[src/rtl/encoder_pkg.sv]
// Shared types and helpers for the scanning priority encoder family.
// Consumers: prio_encoder and encoder_scan (optional ENCODER_SCAN_COUNT_EN lives in the top).
package encoder_pkg;

  typedef enum logic [0:0] {
    ST_IDLE = 1'b0,
    ST_SCAN = 1'b1
  } state_t;

  // Widest vector the helpers handle; narrower vectors are zero-extended.
  localparam int ENC_MAX_W = 64;

  // Isolates the first set bit of vec, lowest first or highest first.
  function automatic logic [ENC_MAX_W-1:0] onehot_first(input logic [ENC_MAX_W-1:0] vec,
                                                        input logic msb_first);
    logic [ENC_MAX_W-1:0] r;
    r = '0;
    if (!msb_first) begin
      r = vec & (~vec + ENC_MAX_W'(1));
    end else begin
      for (int i = 0; i < ENC_MAX_W; i++) begin
        if (vec[i]) r = ENC_MAX_W'(1) << i;
      end
    end
    return r;
  endfunction

  // Ceiling log2 used to size index outputs.
  function automatic int idx_width(input int n);
    int r;
    r = 0;
    for (int i = 0; i < 31; i++) begin
      if ((1 << i) < n) r = i + 1;
    end
    return r;
  endfunction

endpackage

[src/rtl/prio_encoder.sv]
// Combinational IN_W-to-IDX_W priority encoder with selectable search direction.
// Also returns the isolated winning bit so callers can clear it.
module prio_encoder
  import encoder_pkg::*;
#(
  parameter int IN_W = 16,
  parameter bit MSB_FIRST = 1'b0,
  localparam int IDX_W = idx_width(IN_W)
) (
  input  logic [IN_W-1:0]  vec_i,
  output logic [IN_W-1:0]  oh_o,
  output logic [IDX_W-1:0] idx_o
);

  logic [ENC_MAX_W-1:0] oh_full;

  assign oh_full = onehot_first(ENC_MAX_W'(vec_i), MSB_FIRST);
  assign oh_o    = oh_full[IN_W-1:0];

  // Bits above IN_W are always zero, so scanning the full width is harmless.
  always_comb begin
    idx_o = '0;
    for (int i = 0; i < ENC_MAX_W; i++) begin
      if (oh_full[i]) idx_o = idx_o | IDX_W'(i);
    end
  end

endmodule

[src/rtl/encoder_scan.sv]
// Accepts a request vector and emits the index of every set bit, one per beat.
// Optional macro ENCODER_SCAN_COUNT_EN adds out_count (popcount of the accepted vector).
module encoder_scan
  import encoder_pkg::*;
#(
  parameter int IN_W = 16,
  parameter bit MSB_FIRST = 1'b0,
  localparam int IDX_W = idx_width(IN_W)
) (
  input  logic             clk,
  input  logic             reset,
  input  logic             enable,
  input  logic             in_valid,
  output logic             in_ready,
  input  logic [IN_W-1:0]  in_vec,
  output logic             out_valid,
  input  logic             out_ready,
  output logic [IDX_W-1:0] out_idx,
  output logic             out_last,
  output logic             out_zero,
  output logic             busy
`ifdef ENCODER_SCAN_COUNT_EN
  ,
  output logic [IDX_W:0]   out_count
`endif
);

  // Both handshakes: a transfer happens on a rising edge where valid && ready;
  // valid never depends on ready, and in_ready is the only combinational output.

  state_t            state_q, state_d;
  logic [IN_W-1:0]   pend_q, pend_d;
  logic              zero_q, zero_d;
  logic [IN_W-1:0]   enc_oh;
  logic [IDX_W-1:0]  enc_idx;
  logic              in_scan;
  logic              at_most_one;
  logic              beat;
  logic              accept;

  prio_encoder #(
    .IN_W      (IN_W),
    .MSB_FIRST (MSB_FIRST)
  ) u_prio (
    .vec_i (pend_q),
    .oh_o  (enc_oh),
    .idx_o (enc_idx)
  );

  assign in_scan     = (state_q == ST_SCAN);
  assign at_most_one = ((pend_q & (pend_q - IN_W'(1))) == '0);

  assign out_valid = in_scan && enable;
  assign out_idx   = in_scan ? enc_idx : '0;
  assign out_last  = in_scan && at_most_one;
  assign out_zero  = in_scan && zero_q;
  assign busy      = in_scan;

  assign beat     = out_valid && out_ready;
  assign in_ready = enable && !reset && (!in_scan || (beat && out_last));
  assign accept   = in_valid && in_ready;

  always_comb begin
    state_d = state_q;
    pend_d  = pend_q;
    zero_d  = zero_q;
    // A new vector on the final beat reloads pend and keeps scanning without a bubble.
    if (accept) begin
      pend_d  = in_vec;
      zero_d  = (in_vec == '0);
      state_d = ST_SCAN;
    end else if (beat) begin
      pend_d = pend_q & ~enc_oh;
      if (out_last) state_d = ST_IDLE;
    end
  end

  always_ff @(posedge clk) begin
    if (reset) begin
      state_q <= ST_IDLE;
      pend_q  <= '0;
      zero_q  <= 1'b0;
    end else begin
      state_q <= state_d;
      pend_q  <= pend_d;
      zero_q  <= zero_d;
    end
  end

`ifdef ENCODER_SCAN_COUNT_EN
  logic [IDX_W:0] count_q, count_d, popcnt;

  always_comb begin
    popcnt = '0;
    for (int i = 0; i < IN_W; i++) begin
      popcnt = popcnt + (IDX_W + 1)'(in_vec[i]);
    end
    count_d = accept ? popcnt : count_q;
  end

  always_ff @(posedge clk) begin
    if (reset) count_q <= '0;
    else       count_q <= count_d;
  end

  assign out_count = count_q;
`endif

endmodule
[config.mk]
export PLATFORM = sky130hd
export DESIGN_NAME = encoder_scan
export DESIGN_NICKNAME = d
export VERILOG_FILES = /design/src/rtl/encoder_pkg.sv /design/src/rtl/prio_encoder.sv /design/src/rtl/encoder_scan.sv
export SDC_FILE = /design/constraint.sdc
export NUM_CORES = 1
export LEC_CHECK = 0
export CORE_ASPECT_RATIO = 1.25
export CORE_MARGIN = 1.5
export CORE_UTILIZATION = 46
export DETAILED_ROUTE_END_ITERATION = 6
export PLACE_DENSITY = 0.71
export SKIP_CTS_REPAIR_TIMING = 1
export SYNTH_ARGS = -nofsm -noshare
export SYNTH_HDL_FRONTEND = slang
export SYNTH_SLANG_ARGS = --single-unit
[constraint.sdc]
create_clock -name clk -period 3.9 [get_ports clk]
set_input_delay 0.78 -clock clk [delete_from_list [all_inputs] [get_ports clk]]
set_output_delay 0.78 -clock clk [all_outputs]
set_load 0.1 [all_outputs]
# Word level (Yosys, flattened, before mapping)
# Index checks and enable logic that the tools add are counted.
# word_totals
reg_bits	18
inputBits	21
output_inout_bits	9
word_cells	96
# classes
addsub	2
mux	70
bitwise_logic	5
reduce_logical	16
# op_table
operator	count
2-to-1 mux 4 bit	33
adder 64 x 1 -> 64 bit (second input constant)	1
AND 16 x 64 -> 64 bit	1
NOT 16 -> 64 bit	1
2-to-1 mux 16 bit	3
2-to-1 mux 3 bit	16
AND 16 bit	2
logical NOT 16 bit	2
2-to-1 mux 2 bit	8
NOT 16 bit	1
subtractor 16 x 1 -> 16 bit (second input constant)	1
2-to-1 mux 1 bit	10
logical AND 1 bit	8
nonzero test 2 bit	2
logical NOT 1 bit	2
AND reduction 2 bit	1
logical OR 1 bit	1

# Longest topological paths before layout
# logic_depth
ltp_word	64
depth_mapped	8
depth_no_buf	5

# Cells and area by module
# Synthesis repeated with hierarchy kept, for this count alone.
# hier_totals
hier_cells	217
area_unflattened_um2	1692.9
# by_module_without_submodules
module	n_inst	cells_per_inst	area_per_inst_um2	seq_area_each_um2
encoder_scan	1	163	1367.6	360.3
prio_encoder	1	54	325.3	0.0

# Least setup slack after synthesis
# Ideal clock, no wire load.
# synth_path
path_type	flip-flop to output port
startpoint	register state_q (netlist: busy)
endpoint	output out_idx[1]
arrival_ns	3.417
slack_ns	-0.297
stages_incl_launch_ff	3
path_buffers	0
cell_sequence	dfxtp_1 > inv_1 > a211oi_1
# synth_between
elab_chain_len	1
# synth_lines
item	line_no	source
start: declaration	encoder_scan.sv:31	state_t state_q, state_d;
start signal: assignment	encoder_scan.sv:84	state_q <= state_d;
2-to-1 mux 4 bit	encoder_scan.sv:54	assign out_idx = in_scan ? enc_idx : '0;
end: declaration	encoder_scan.sv:18	output logic [IDX_W-1:0] out_idx,
# Every way passes these cells.

# Worst setup path after layout
# layout_path
startpoint	register pend_q[4]
endpoint	output in_ready
# layout_between
elab_chain_len	7
# layout_lines
item	line_no	source
start: declaration	encoder_scan.sv:32	logic [IN_W-1:0] pend_q, pend_d;
start signal: assignment	encoder_scan.sv:85	pend_q <= pend_d;
subtractor 16 x 1 -> 16 bit	encoder_scan.sv:51	assign at_most_one = ((pend_q & (pend_q - IN_W'(1))) == '0);
AND 16 bit *	encoder_scan.sv:51	
logical NOT 16 bit *	encoder_scan.sv:51	
logical AND 1 bit *	encoder_scan.sv:55	assign out_last = in_scan && at_most_one;
logical AND 1 bit *	encoder_scan.sv:60	assign in_ready = enable && !reset && (!in_scan || (beat && out_last));
logical OR 1 bit *	encoder_scan.sv:60	
logical AND 1 bit *	encoder_scan.sv:60	
end: declaration	encoder_scan.sv:14	output logic in_ready,
# Mark *: on every way between the ends. The rest lies on a longest branch, timed or not.

==> impl_metrics.py <==
metrics = {
    "detailed_routing": {
        "routed_wl_microns": 5914,
        "drc": 6,
        "first_pass_iters": 6,
        "num_vias": 2050,
        "vias_per_cell": 7.168,
        "first_iter_violations": 172,
        "wl_per_cell_microns": 20.68,
        "postRouteAntennaNets": 0,
    },
    "synth": {
        "ys_seq_area_frac": 0.2095,
        "synth_ff_type": "dfxtp_1",
        "yosysUniqueCellTypes": 53,
        "ys_ff_latch": 18,
        "synth_warnings": 0,
        "synth_area_leader_cell": "dfxtp_1",
        "syn_avg_cell_area_sq_um": 7.579,
        "synth_fp_nets": 248,
        "syn_area_sq_um": 1720,
        "yosysTopAreaCellShare": 0.2095,
        "synthCells": 227,
        "synth_edf_count": 0,
        "synthArstFlopShare": 0,
        "synth_area_leaders": "dfxtp_1, nand4_1, nor3b_1, nor2_1, a32oi_1",
    },
    "floorplan": {
        "row_count": 24,
        "die_height_microns": 71.38,
        "core_area_sq_um": 3543,
        "die_x_microns": 57.70,
        "start_util": 0.4855,
        "pin_count": 30,
        "dieArea_sq_um": 4118,
    },
    "setup_path": {
        "cp.required_ns": 3.12,
        "crit_fanout": 10,
        "path_class": "reg -> out",
        "critPathArrivalTime_ns": 2.87,
        "end_kind": "output port",
        "critPathLaunchType": "flop",
    },
    "clocking": {
        "cts_buffers": 3,
        "clkTransAtPathRegs_ns": 0.07,
        "insertion_delay_ns": 0.26,
        "cts_tree": "done",
        "cts_buffer_depth": 2,
        "cts_root_buffer": "clkbuf_8",
        "htreeDepth": 1,
        "clkSinkCount": 18,
    },
    "finish": {
        "fillers": 331,
        "diodes": 0,
        "multi_input_area_sq_um": 1234,
        "syn_to_final_growth_pct": 21.53,
        "utilization": 0.5900,
        "layout-drive-gt1-share": 0.1457,
        "seq_area_sq_um": 360.3,
        "nets": 269,
    },
    "timing": {
        "finalClockSkew_ns": 0.002575,
        "slew_headroom": 0.3541,
        "fmax_ghz": 0.2742,
        "final_max_slew_viol_count": 0,
        "hold_violations": 0,
        "grt_setup_unrepaired": "false",
        "worstMarginPinSlew_ns": 0.9659,
        "final-setup-viol-count": 0,
        "min_period_over_period": 0.9353,
        "finalCriticalPeriod_ns": 3.648,
        "fin_setup_tns_ns": 0,
    },
    "placed_design": {
        "dp_hpwl_microns": 4237,
        "routabilityCongestion": 0.9747,
        "io_buffer_count": 29,
    },
    "grt": {
        "grt_pass1_wl_microns": 9722,
        "grt_antenna_before_repair": 0,
        "grt_pass1_vias": 1909,
        "grt_start_max_net_pins": 21,
        "top_usage_layer": "met2",
        "grtUsageTotal": 0.3046,
        "use_met1": 0.4212,
        "grt_overflow": 0,
        "grt_use_met2": 0.4722,
        "grtUsageMet3": 0.02708,
    },
    "power_and_ir_drop": {
        "ir_drop_mv": 0.2026,
        "p_leak_uw": 0.0006752,
        "p_per_area_nw_per_um2": 515.2,
    },
    "hold_path": {
        "hold_class": "reg -> reg",
    },
    "outcome": {
        "outcome": "complete, but fails checks",
        "violations": "DRC",
    },
    "flow_run": {
        "max-cap-violations": 0,
    },
}
-- state kept, by name, summed over array words and instances, names as in the netlist --
name,cells
zero_q,1
pend_q,16
busy,1
-- cells by family after synthesis --
group | count (synthesis) | share of synthesized area
AO/OA/AOI/OAI | 81 | 0.3644
flip-flops | 18 | 0.2095
buffers and inverters | 30 | 0.08291
AND/OR/NAND/NOR | 97 | 0.3375
adder cells (fa/ha/maj) | 1 | 0.005818
-- critical path: stages, from the launching register on --
cell and delay (ns):
dfxtp_1 0.39, or4_1 0.67, a2111oi_2 0.41, a211oi_1 0.21, o41ai_1 0.48, and3_2 0.27
buf_12 0.18
-- power by group --
group          total [uW]  switching (uW)  internal (uW)
Clock                 161            70.6           90.0
Sequential            274            57.8            216
Combinational         643             434            208
Total                1080             563            514
-- metrics by stage --
step | cell area (sq um) | total power, uW | cells | hold slack (ns) | worst slack [ns]
final | 2091 | 1077 | 286 | 0.5513 | 0.2524
after global routing | 2091 | 1135 | 286 | 0.6021 | 0.1072
after CTS | 2087 | 1058 | 286 | 0.5538 | 0.1127
after detailed placement | 2032 | 900.1 | 282 | 0.5335 | 0.4010
after global placement | 2032 | 893.0 | 282 | 0.5429 | 0.4706
after floorplan | 1727 | 746.5 | 227 | 0.4976 | 0.01470
-- final cells by class --
class | count | share of cell area
multi-input combinational | 179 | 0.5901
timing repair buffer | 38 | 0.1735
sequential | 18 | 0.1724
clock buffer | 4 | 0.02633
tap | 39 | 0.02334
inverter | 8 | 0.01436
-- layer usage --
layer,vias up,wire length [microns]
met4,0,205
met5,-,0
met3,15,396
met2,114,2740
li1,968,-
met1,953,2572
-- cell usage in the layout, fill, tap and decap left out, drive strengths merged, types with 7 or more instances in the layout --
cell type | Yosys | routed
clkdlybuf4s50 | 0 | 21
dfxtp | 18 | 18
buf | 9 | 17
nor2 | 16 | 16
nand4 | 16 | 16
nand2 | 12 | 12
nor3b | 9 | 9
nor3 | 9 | 9
o21ai | 9 | 9
nor4 | 8 | 8
o311ai | 8 | 8
inv | 7 | 7
a31oi | 7 | 7
-- Yosys cell counts, types with 2 or more instances --
cell      count
nor3b_1       9
o41ai_1       4
o311ai_1      2
nor4_1        7
or2_2         2
o211ai_1      5
o31ai_1       4
clkbuf_1     13
buf_6         3
o21ai_0       8
a21oi_1       6
or4_1         4
o31a_1        3
o311ai_0      6
nand2_1      12
a41oi_1       2
dfxtp_1      18
a211oi_1      4
inv_1         7
nor3_1        8
and2_1        3
buf_2         6
nor2_1       16
a31oi_1       7
a211o_1       3
o22a_1        2
a21boi_0      3
o32a_1        3
a32oi_1       6
nand4_1      16
a31o_2        2
o22ai_1       4
nand3_1       3
nor2b_1       3
and3_1        5
-- path summary, 6_finish.rpt --
path	from	slack, ns	end	cells after the start
setup / recovery	pend_q[4]	0.25	in_ready	6
hold / removal	zero_q	0.55	zero_q	2
setup reg to reg	pend_q[4]	1.25	pend_q[9]	6
hold reg to reg	zero_q	0.55	zero_q	2
Note: power is estimated with default switching activity, not from simulation.
